## src/rtl/timer_unit.sv

```systemverilog
// timer_unit: second-based countdown / count-up timer with pause, abort,
// warning threshold, stretched done pulse and BCD display output.
module timer_unit #(
    parameter int CLK_FREQ         = 100000000,
    parameter int CNT_W            = 8,
    parameter int DONE_HOLD_CYCLES = 5,
    parameter int BCD_DIGITS       = 3
) (
    input  logic                    clk,
    input  logic                    reset,
    input  logic                    start,
    input  logic                    pause,
    input  logic                    abort,
    input  logic                    mode,
    input  logic [CNT_W-1:0]        load_value,
    input  logic [CNT_W-1:0]        warn_level,
    output logic [CNT_W-1:0]        current_value,
    output logic [4*BCD_DIGITS-1:0] bcd_out,
    output logic                    busy,
    output logic                    paused,
    output logic                    tick,
    output logic                    warn,
    output logic                    done
);

    localparam int DIV_W  = (CLK_FREQ > 1) ? $clog2(CLK_FREQ) : 1;
    localparam int HOLD_W = $clog2(DONE_HOLD_CYCLES + 1);
    localparam int FULL_D = CNT_W / 3 + 1;
    localparam int TOT_D  = (FULL_D > BCD_DIGITS) ? FULL_D : BCD_DIGITS;

    localparam logic [DIV_W-1:0]  DIV_LAST  = DIV_W'(CLK_FREQ - 1);
    localparam logic [HOLD_W-1:0] HOLD_LAST = HOLD_W'(DONE_HOLD_CYCLES - 1);

    typedef enum logic [1:0] {
        IDLE,
        RUN,
        PAUSE,
        DONE_HOLD
    } state_t;

    state_t             state;
    logic [DIV_W-1:0]   div_cnt;
    logic [HOLD_W-1:0]  hold_cnt;
    logic               mode_r;
    logic [CNT_W-1:0]   target_r;
    logic [CNT_W:0]     up_next;
    logic [CNT_W-1:0]   remaining;
    logic [4*TOT_D-1:0] dd;

    // Widened so that the up-count compare cannot wrap at the top of range.
    assign up_next = {1'b0, current_value} + {{CNT_W{1'b0}}, 1'b1};

    // Main controller: command priority abort > start > pause > tick.
    always_ff @(posedge clk) begin
        if (reset) begin
            state         <= IDLE;
            div_cnt       <= '0;
            hold_cnt      <= '0;
            mode_r        <= 1'b0;
            target_r      <= '0;
            current_value <= '0;
            busy          <= 1'b0;
            paused        <= 1'b0;
            tick          <= 1'b0;
            done          <= 1'b0;
        end else begin
            tick <= 1'b0;
            if (abort) begin
                if (state != IDLE) begin
                    state         <= IDLE;
                    current_value <= '0;
                    div_cnt       <= '0;
                    hold_cnt      <= '0;
                    busy          <= 1'b0;
                    paused        <= 1'b0;
                    done          <= 1'b0;
                end
            end else if (start) begin
                state    <= RUN;
                mode_r   <= mode;
                div_cnt  <= '0;
                hold_cnt <= '0;
                busy     <= 1'b1;
                paused   <= 1'b0;
                done     <= 1'b0;
                if (mode) begin
                    current_value <= '0;
                    target_r      <= load_value;
                end else begin
                    current_value <= load_value;
                end
            end else begin
                unique case (state)
                    RUN: begin
                        if (pause) begin
                            state  <= PAUSE;
                            paused <= 1'b1;
                        end else if (div_cnt == DIV_LAST) begin
                            div_cnt <= '0;
                            tick    <= 1'b1;
                            if (!mode_r) begin
                                if (current_value <= CNT_W'(1)) begin
                                    current_value <= '0;
                                    state         <= DONE_HOLD;
                                    busy          <= 1'b0;
                                    done          <= 1'b1;
                                    hold_cnt      <= '0;
                                end else begin
                                    current_value <= current_value - CNT_W'(1);
                                end
                            end else begin
                                if (up_next >= {1'b0, target_r}) begin
                                    current_value <= target_r;
                                    state         <= DONE_HOLD;
                                    busy          <= 1'b0;
                                    done          <= 1'b1;
                                    hold_cnt      <= '0;
                                end else begin
                                    current_value <= up_next[CNT_W-1:0];
                                end
                            end
                        end else begin
                            div_cnt <= div_cnt + DIV_W'(1);
                        end
                    end
                    PAUSE: begin
                        if (pause) begin
                            state  <= RUN;
                            paused <= 1'b0;
                        end
                    end
                    DONE_HOLD: begin
                        if (hold_cnt == HOLD_LAST) begin
                            state <= IDLE;
                            done  <= 1'b0;
                        end else begin
                            hold_cnt <= hold_cnt + HOLD_W'(1);
                        end
                    end
                    default: begin
                    end
                endcase
            end
        end
    end

    // Remaining count toward completion, compared live against the threshold.
    always_comb begin
        remaining = mode_r ? (target_r - current_value) : current_value;
        warn      = busy && (remaining <= warn_level);
    end

    // Double-dabble conversion; the low digits give the value modulo 10^digits.
    always_comb begin
        dd = '0;
        for (int i = CNT_W - 1; i >= 0; i--) begin
            for (int d = 0; d < TOT_D; d++) begin
                if (dd[4*d +: 4] >= 4'd5) begin
                    dd[4*d +: 4] = dd[4*d +: 4] + 4'd3;
                end
            end
            dd = {dd[4*TOT_D-2:0], current_value[i]};
        end
        bcd_out = dd[4*BCD_DIGITS-1:0];
    end

endmodule

```

## config.mk

```make
export PLATFORM = sky130hd
export DESIGN_NAME = timer_unit
export DESIGN_NICKNAME = d
export VERILOG_FILES = /design/src/rtl/timer_unit.sv
export SDC_FILE = /design/constraint.sdc
export NUM_CORES = 1
export LEC_CHECK = 0
export BUFFER_PORTS_ARGS = -buffer_cell sky130_fd_sc_hd__buf_2
export CELL_PAD_IN_SITES_DETAIL_PLACEMENT = 0
export CELL_PAD_IN_SITES_GLOBAL_PLACEMENT = 1
export CORE_MARGIN = 2
export CORE_UTILIZATION = 35
export DETAILED_ROUTE_END_ITERATION = 7
export GPL_TIMING_DRIVEN = 0
export PLACE_DENSITY_LB_ADDON = 0.1
export SLEW_MARGIN = 20
export SYNTH_ARGS = -nofsm -noshare
export SYNTH_HDL_FRONTEND = slang
export SYNTH_SLANG_ARGS = --single-unit
```

## constraint.sdc

```tcl
create_clock -name clk -period 8.2 [get_ports clk]
set_input_delay 1.23 -clock clk [delete_from_list [all_inputs] [get_ports clk]]
set_output_delay 1.23 -clock clk [all_outputs]
set_load 0.05 [all_outputs]
```

==> impl_metrics.xml <==
<?xml version="1.0" encoding="UTF-8"?>
<metrics>
  <group name="run_status">
    <metric name="status" unit="">finished clean</metric>
  </group>
  <group name="route">
    <metric name="num_vias" unit="">4420</metric>
    <metric name="routed_via_density" unit="">5.27</metric>
    <metric name="drc" unit="">0</metric>
    <metric name="dr.first_iter.drc_count" unit="">278</metric>
    <metric name="dr.pass1.iters" unit="">4</metric>
    <metric name="detail-route-antenna-nets" unit="">0</metric>
    <metric name="postRouteWirelength" unit="mm">12.6</metric>
    <metric name="route.detailed.wl_per_inst" unit="µm">15.1</metric>
  </group>
  <group name="clock_tree">
    <metric name="cts-buffers-inserted" unit="">5</metric>
    <metric name="worst_setup_hold_path_clk_slew" unit="ns">0.08</metric>
    <metric name="ctsRootBufferMaster" unit="">clkbuf_16</metric>
    <metric name="worst_skew_pair_latency" unit="ns">0.30</metric>
    <metric name="post_cts.resized_instances" unit="">0</metric>
    <metric name="post-cts-setup-buffer-count" unit="">0</metric>
    <metric name="post_cts_hold_buffer_count" unit="">0</metric>
    <metric name="tritoncts" unit="">done</metric>
    <metric name="ctsHtreeMaxLevel" unit="">2</metric>
    <metric name="clock_sinks" unit="">53</metric>
    <metric name="cts_buffer_depth" unit="">2</metric>
  </group>
  <group name="floorplanning">
    <metric name="die_h" unit="µm">119</metric>
    <metric name="start_util" unit="%">35.4</metric>
    <metric name="core_area" unit="µm²">13100</metric>
    <metric name="die_span_x" unit="µm">119</metric>
    <metric name="floorplan.die_area" unit="µm²">14200</metric>
    <metric name="rows" unit="">42</metric>
    <metric name="ioPinCount" unit="">47</metric>
  </group>
  <group name="sta">
    <metric name="grt_setup_unrepaired" unit="">false</metric>
    <metric name="post-route-period-util" unit="%">77.9</metric>
    <metric name="slew-limit-headroom" unit="%">44.1</metric>
    <metric name="finalClockSkew" unit="ns">0.00739</metric>
    <metric name="maxSlewViolCount" unit="">0</metric>
    <metric name="finalHoldViolations" unit="">0</metric>
    <metric name="post-route-worst-setup-slack" unit="ns">1.81</metric>
    <metric name="totalNegativeSetupSlack" unit="ns">0</metric>
    <metric name="worst-slew-pin-transition" unit="ns">0.829</metric>
    <metric name="final.min_clock_period" unit="ns">6.39</metric>
    <metric name="setup_viol" unit="">0</metric>
    <metric name="fin_hold_ws" unit="ns">0.476</metric>
    <metric name="fmax" unit="MHz">156</metric>
  </group>
  <group name="placed_design">
    <metric name="detailedPlace.worstSlack" unit="ns">2.05</metric>
    <metric name="gp_congestion" unit="">0.807</metric>
    <metric name="cell_total_after_placement" unit="">830</metric>
    <metric name="dp_hpwl" unit="mm">9.96</metric>
    <metric name="port-buffer-count" unit="">43</metric>
  </group>
  <group name="worst_setup_path">
    <metric name="worst_setup_path_start_kind" unit="">flip-flop</metric>
    <metric name="crit_path_top_delay_cell" unit="">a2111oi_2</metric>
    <metric name="path_common_cell" unit="">ha_1</metric>
    <metric name="cp-end-kind" unit="">output port</metric>
    <metric name="worstPathCellList" unit="">buf_4, clkinv_1, ha_1, o21bai_1, mux2i_1, inv_1, ha_1, nor2b_1, a2111oi_2, o221a_2, inv_1, ha_1, nand2b_1, nand2_1, mux2i_2, ha_1, nor3b_1, nor3_1, o211ai_1, buf_2</metric>
    <metric name="rr_worst_depth" unit="">11</metric>
    <metric name="timing.critical_path.required" unit="ns">6.97</metric>
    <metric name="worstPathArrival" unit="ns">5.16</metric>
    <metric name="slowest_delay" unit="ns">0.45</metric>
    <metric name="worstSetupPathType" unit="">flip-flop to output port</metric>
    <metric name="cp_max_fo" unit="">10</metric>
  </group>
  <group name="logic_synthesis">
    <metric name="syn-instance-count" unit="">610</metric>
    <metric name="synth_commonest_cells" unit="">nor2_1, nand2_1, dfxtp_1</metric>
    <metric name="yosys.area_share.simple" unit="%">25.4</metric>
    <metric name="dominant_combinational_cell_family_by_area_after_synthesis" unit="">simple AND/OR/NAND/NOR gates</metric>
    <metric name="synth_cell_types" unit="">73</metric>
    <metric name="synth.ff_latch_count" unit="">53</metric>
    <metric name="mappedNetlistArea" unit="µm²">4640</metric>
    <metric name="number_of_warning_messages_in_the_yosys_log" unit="">0</metric>
    <metric name="most_numerous_cell_in_the_yosys_netlist" unit="">nor2_1</metric>
    <metric name="synth-xor-area-share" unit="%">7.37</metric>
    <metric name="ys_top_cells_by_area" unit="">dfxtp_1, ha_1, nor2_1, nand2_1, a21oi_1</metric>
    <metric name="synthDominantAreaCellType" unit="">dfxtp_1</metric>
    <metric name="post_synth_mux_area_share" unit="%">1.86</metric>
    <metric name="synth_sequential_area_ratio" unit="%">22.9</metric>
    <metric name="synthAdderAreaFrac" unit="%">11.8</metric>
    <metric name="number_of_enable_flip_flop_cells_after_synthesis" unit="">0</metric>
    <metric name="avgSynthCellArea" unit="µm²">7.60</metric>
    <metric name="area_share_of_the_leading_cell_type_in_the_synthesized_netlist" unit="%">22.9</metric>
    <metric name="share_of_the_synthesized_area_in_compound_gates_ao_oa_aoi_oai" unit="%">24.4</metric>
    <metric name="synth_flop_cell" unit="">dfxtp_1</metric>
    <metric name="async_flop_share" unit="%">0</metric>
  </group>
  <group name="final_layout">
    <metric name="fill_count" unit="">1418</metric>
    <metric name="final-instance-count-excl-fill" unit="">838</metric>
    <metric name="num-nets-final" unit="">726</metric>
    <metric name="diodes" unit="">0</metric>
    <metric name="area_growth_syn_to_layout" unit="%">12.7</metric>
    <metric name="layout-drive-gt1-share" unit="%">12.5</metric>
  </group>
  <group name="pwr">
    <metric name="power.leakage" unit="µW">0.00201</metric>
    <metric name="ir_drop" unit="V">0.0000742</metric>
    <metric name="power-per-cell-area" unit="nW/µm²">205</metric>
  </group>
  <group name="global_route">
    <metric name="grt_max_degree" unit="">19</metric>
    <metric name="first_global_vias" unit="">4289</metric>
    <metric name="globalRoute.totalOverflow" unit="">0</metric>
    <metric name="grt_antenna_before_repair" unit="">0</metric>
    <metric name="global_route_wire_length_before_repair" unit="mm">21.5</metric>
    <metric name="groute.usage.overall" unit="%">18.5</metric>
  </group>
  <group name="hold_path">
    <metric name="min-delay-path-class" unit="">flip-flop to flip-flop</metric>
    <metric name="hold_depth" unit="">2</metric>
  </group>
  <group name="run">
    <metric name="cap_viol_max_count" unit="">0</metric>
  </group>
</metrics>
## per-layer routing
metal / share of wire [%] / up-vias / track usage, % / wire length (µm)
li1: - / 2289 / - / -
met1: 48 / 2065 / 24.5 / 6100
met3: 2.3 / 8 / 2.16 / 287
met5: 0 / - / 0 / 0
met2: 48 / 58 / 32.1 / 6100
met4: 1.0 / 0 / 3.87 / 131
## final timing paths
path	slack, ns	from	end
setup / recovery	1.81	current_value[6]	bcd_out[7]
hold / removal	0.48	done	done
setup reg to reg	4.43	current_value[2]	state[1]
hold reg to reg	0.48	done	done
## worst max-delay path, delay by kind of cell (launching register included)
kind / cells / cell delay (ns)
buffers and inverters: 5 / 0.86
muxes: 2 / 0.65
AOI/OAI and AO/OA: 4 / 1.02
adders and majority gates: 4 / 1.18
DFF: 1 / 0.33
and+or+nand+nor: 5 / 0.81
## state kept, by name, indices dropped and copies added, names as in the netlist
register       flops
done               1
current_value      8
mode_r             1
busy               1
target_r           8
div_cnt           27
paused             1
state              2
tick               1
hold_cnt           3
## report_power, final
group          leakage, µW  switching [µW]  internal [µW]
clock network    0.0000704             109            115
logic              0.00151             375            192
registers         0.000430            12.4            266
total              0.00201             497            572
## placed cells by master (no fill, tap or decap), types with 6 or more instances in the layout
cell,n
a211oi_1,10
and3_1,9
nand2b_1,7
nand4_1,7
o21a_1,6
buf_2,43
o21ai_0,40
a21o_1,8
o211ai_1,10
nor2_1,62
nor2b_1,7
xor2_1,19
nand2_1,55
ha_1,42
a21oi_1,41
nor3_1,16
dfxtp_1,53
a31oi_1,14
clkbuf_1,17
inv_1,37
nand3_1,37
xnor2_1,20
## area by class of cell
class,instances,area [µm²],share of cell area [%]
Buffer,27,143,2.73
Clock buffer,5,125,2.39
Clock inverter,3,25.0,0.479
Inverter,39,146,2.80
Multi-Input combinational cell,492,3290,63.0
Sequential cell,53,1060,20.3
Tap cell,176,220,4.21
Timing Repair Buffer,43,215,4.12
## through the flow
stage / util, % / instance area, µm² / total power (µW)
after floorplan: - / 4640 / 730
after global placement: 38.8 / 5080 / 846
after detailed placement: 38.8 / 5080 / 849
after CTS: 39.9 / 5230 / 1080
after global routing: 39.9 / 5230 / 1150
final: 39.9 / 5230 / 1070
## cell families after synthesis
| kind of cell | count (synthesis) |
|---|---|
| AND/OR/NAND/NOR | 235 |
| AO/OA/AOI/OAI | 165 |
| buffers and inverters | 66 |
| flip-flops | 53 |
| adder cells (fa/ha/maj) | 43 |
| XOR/XNOR | 39 |
| multiplexers | 8 |
| other | 1 |
(Power assumes the default switching activity.)
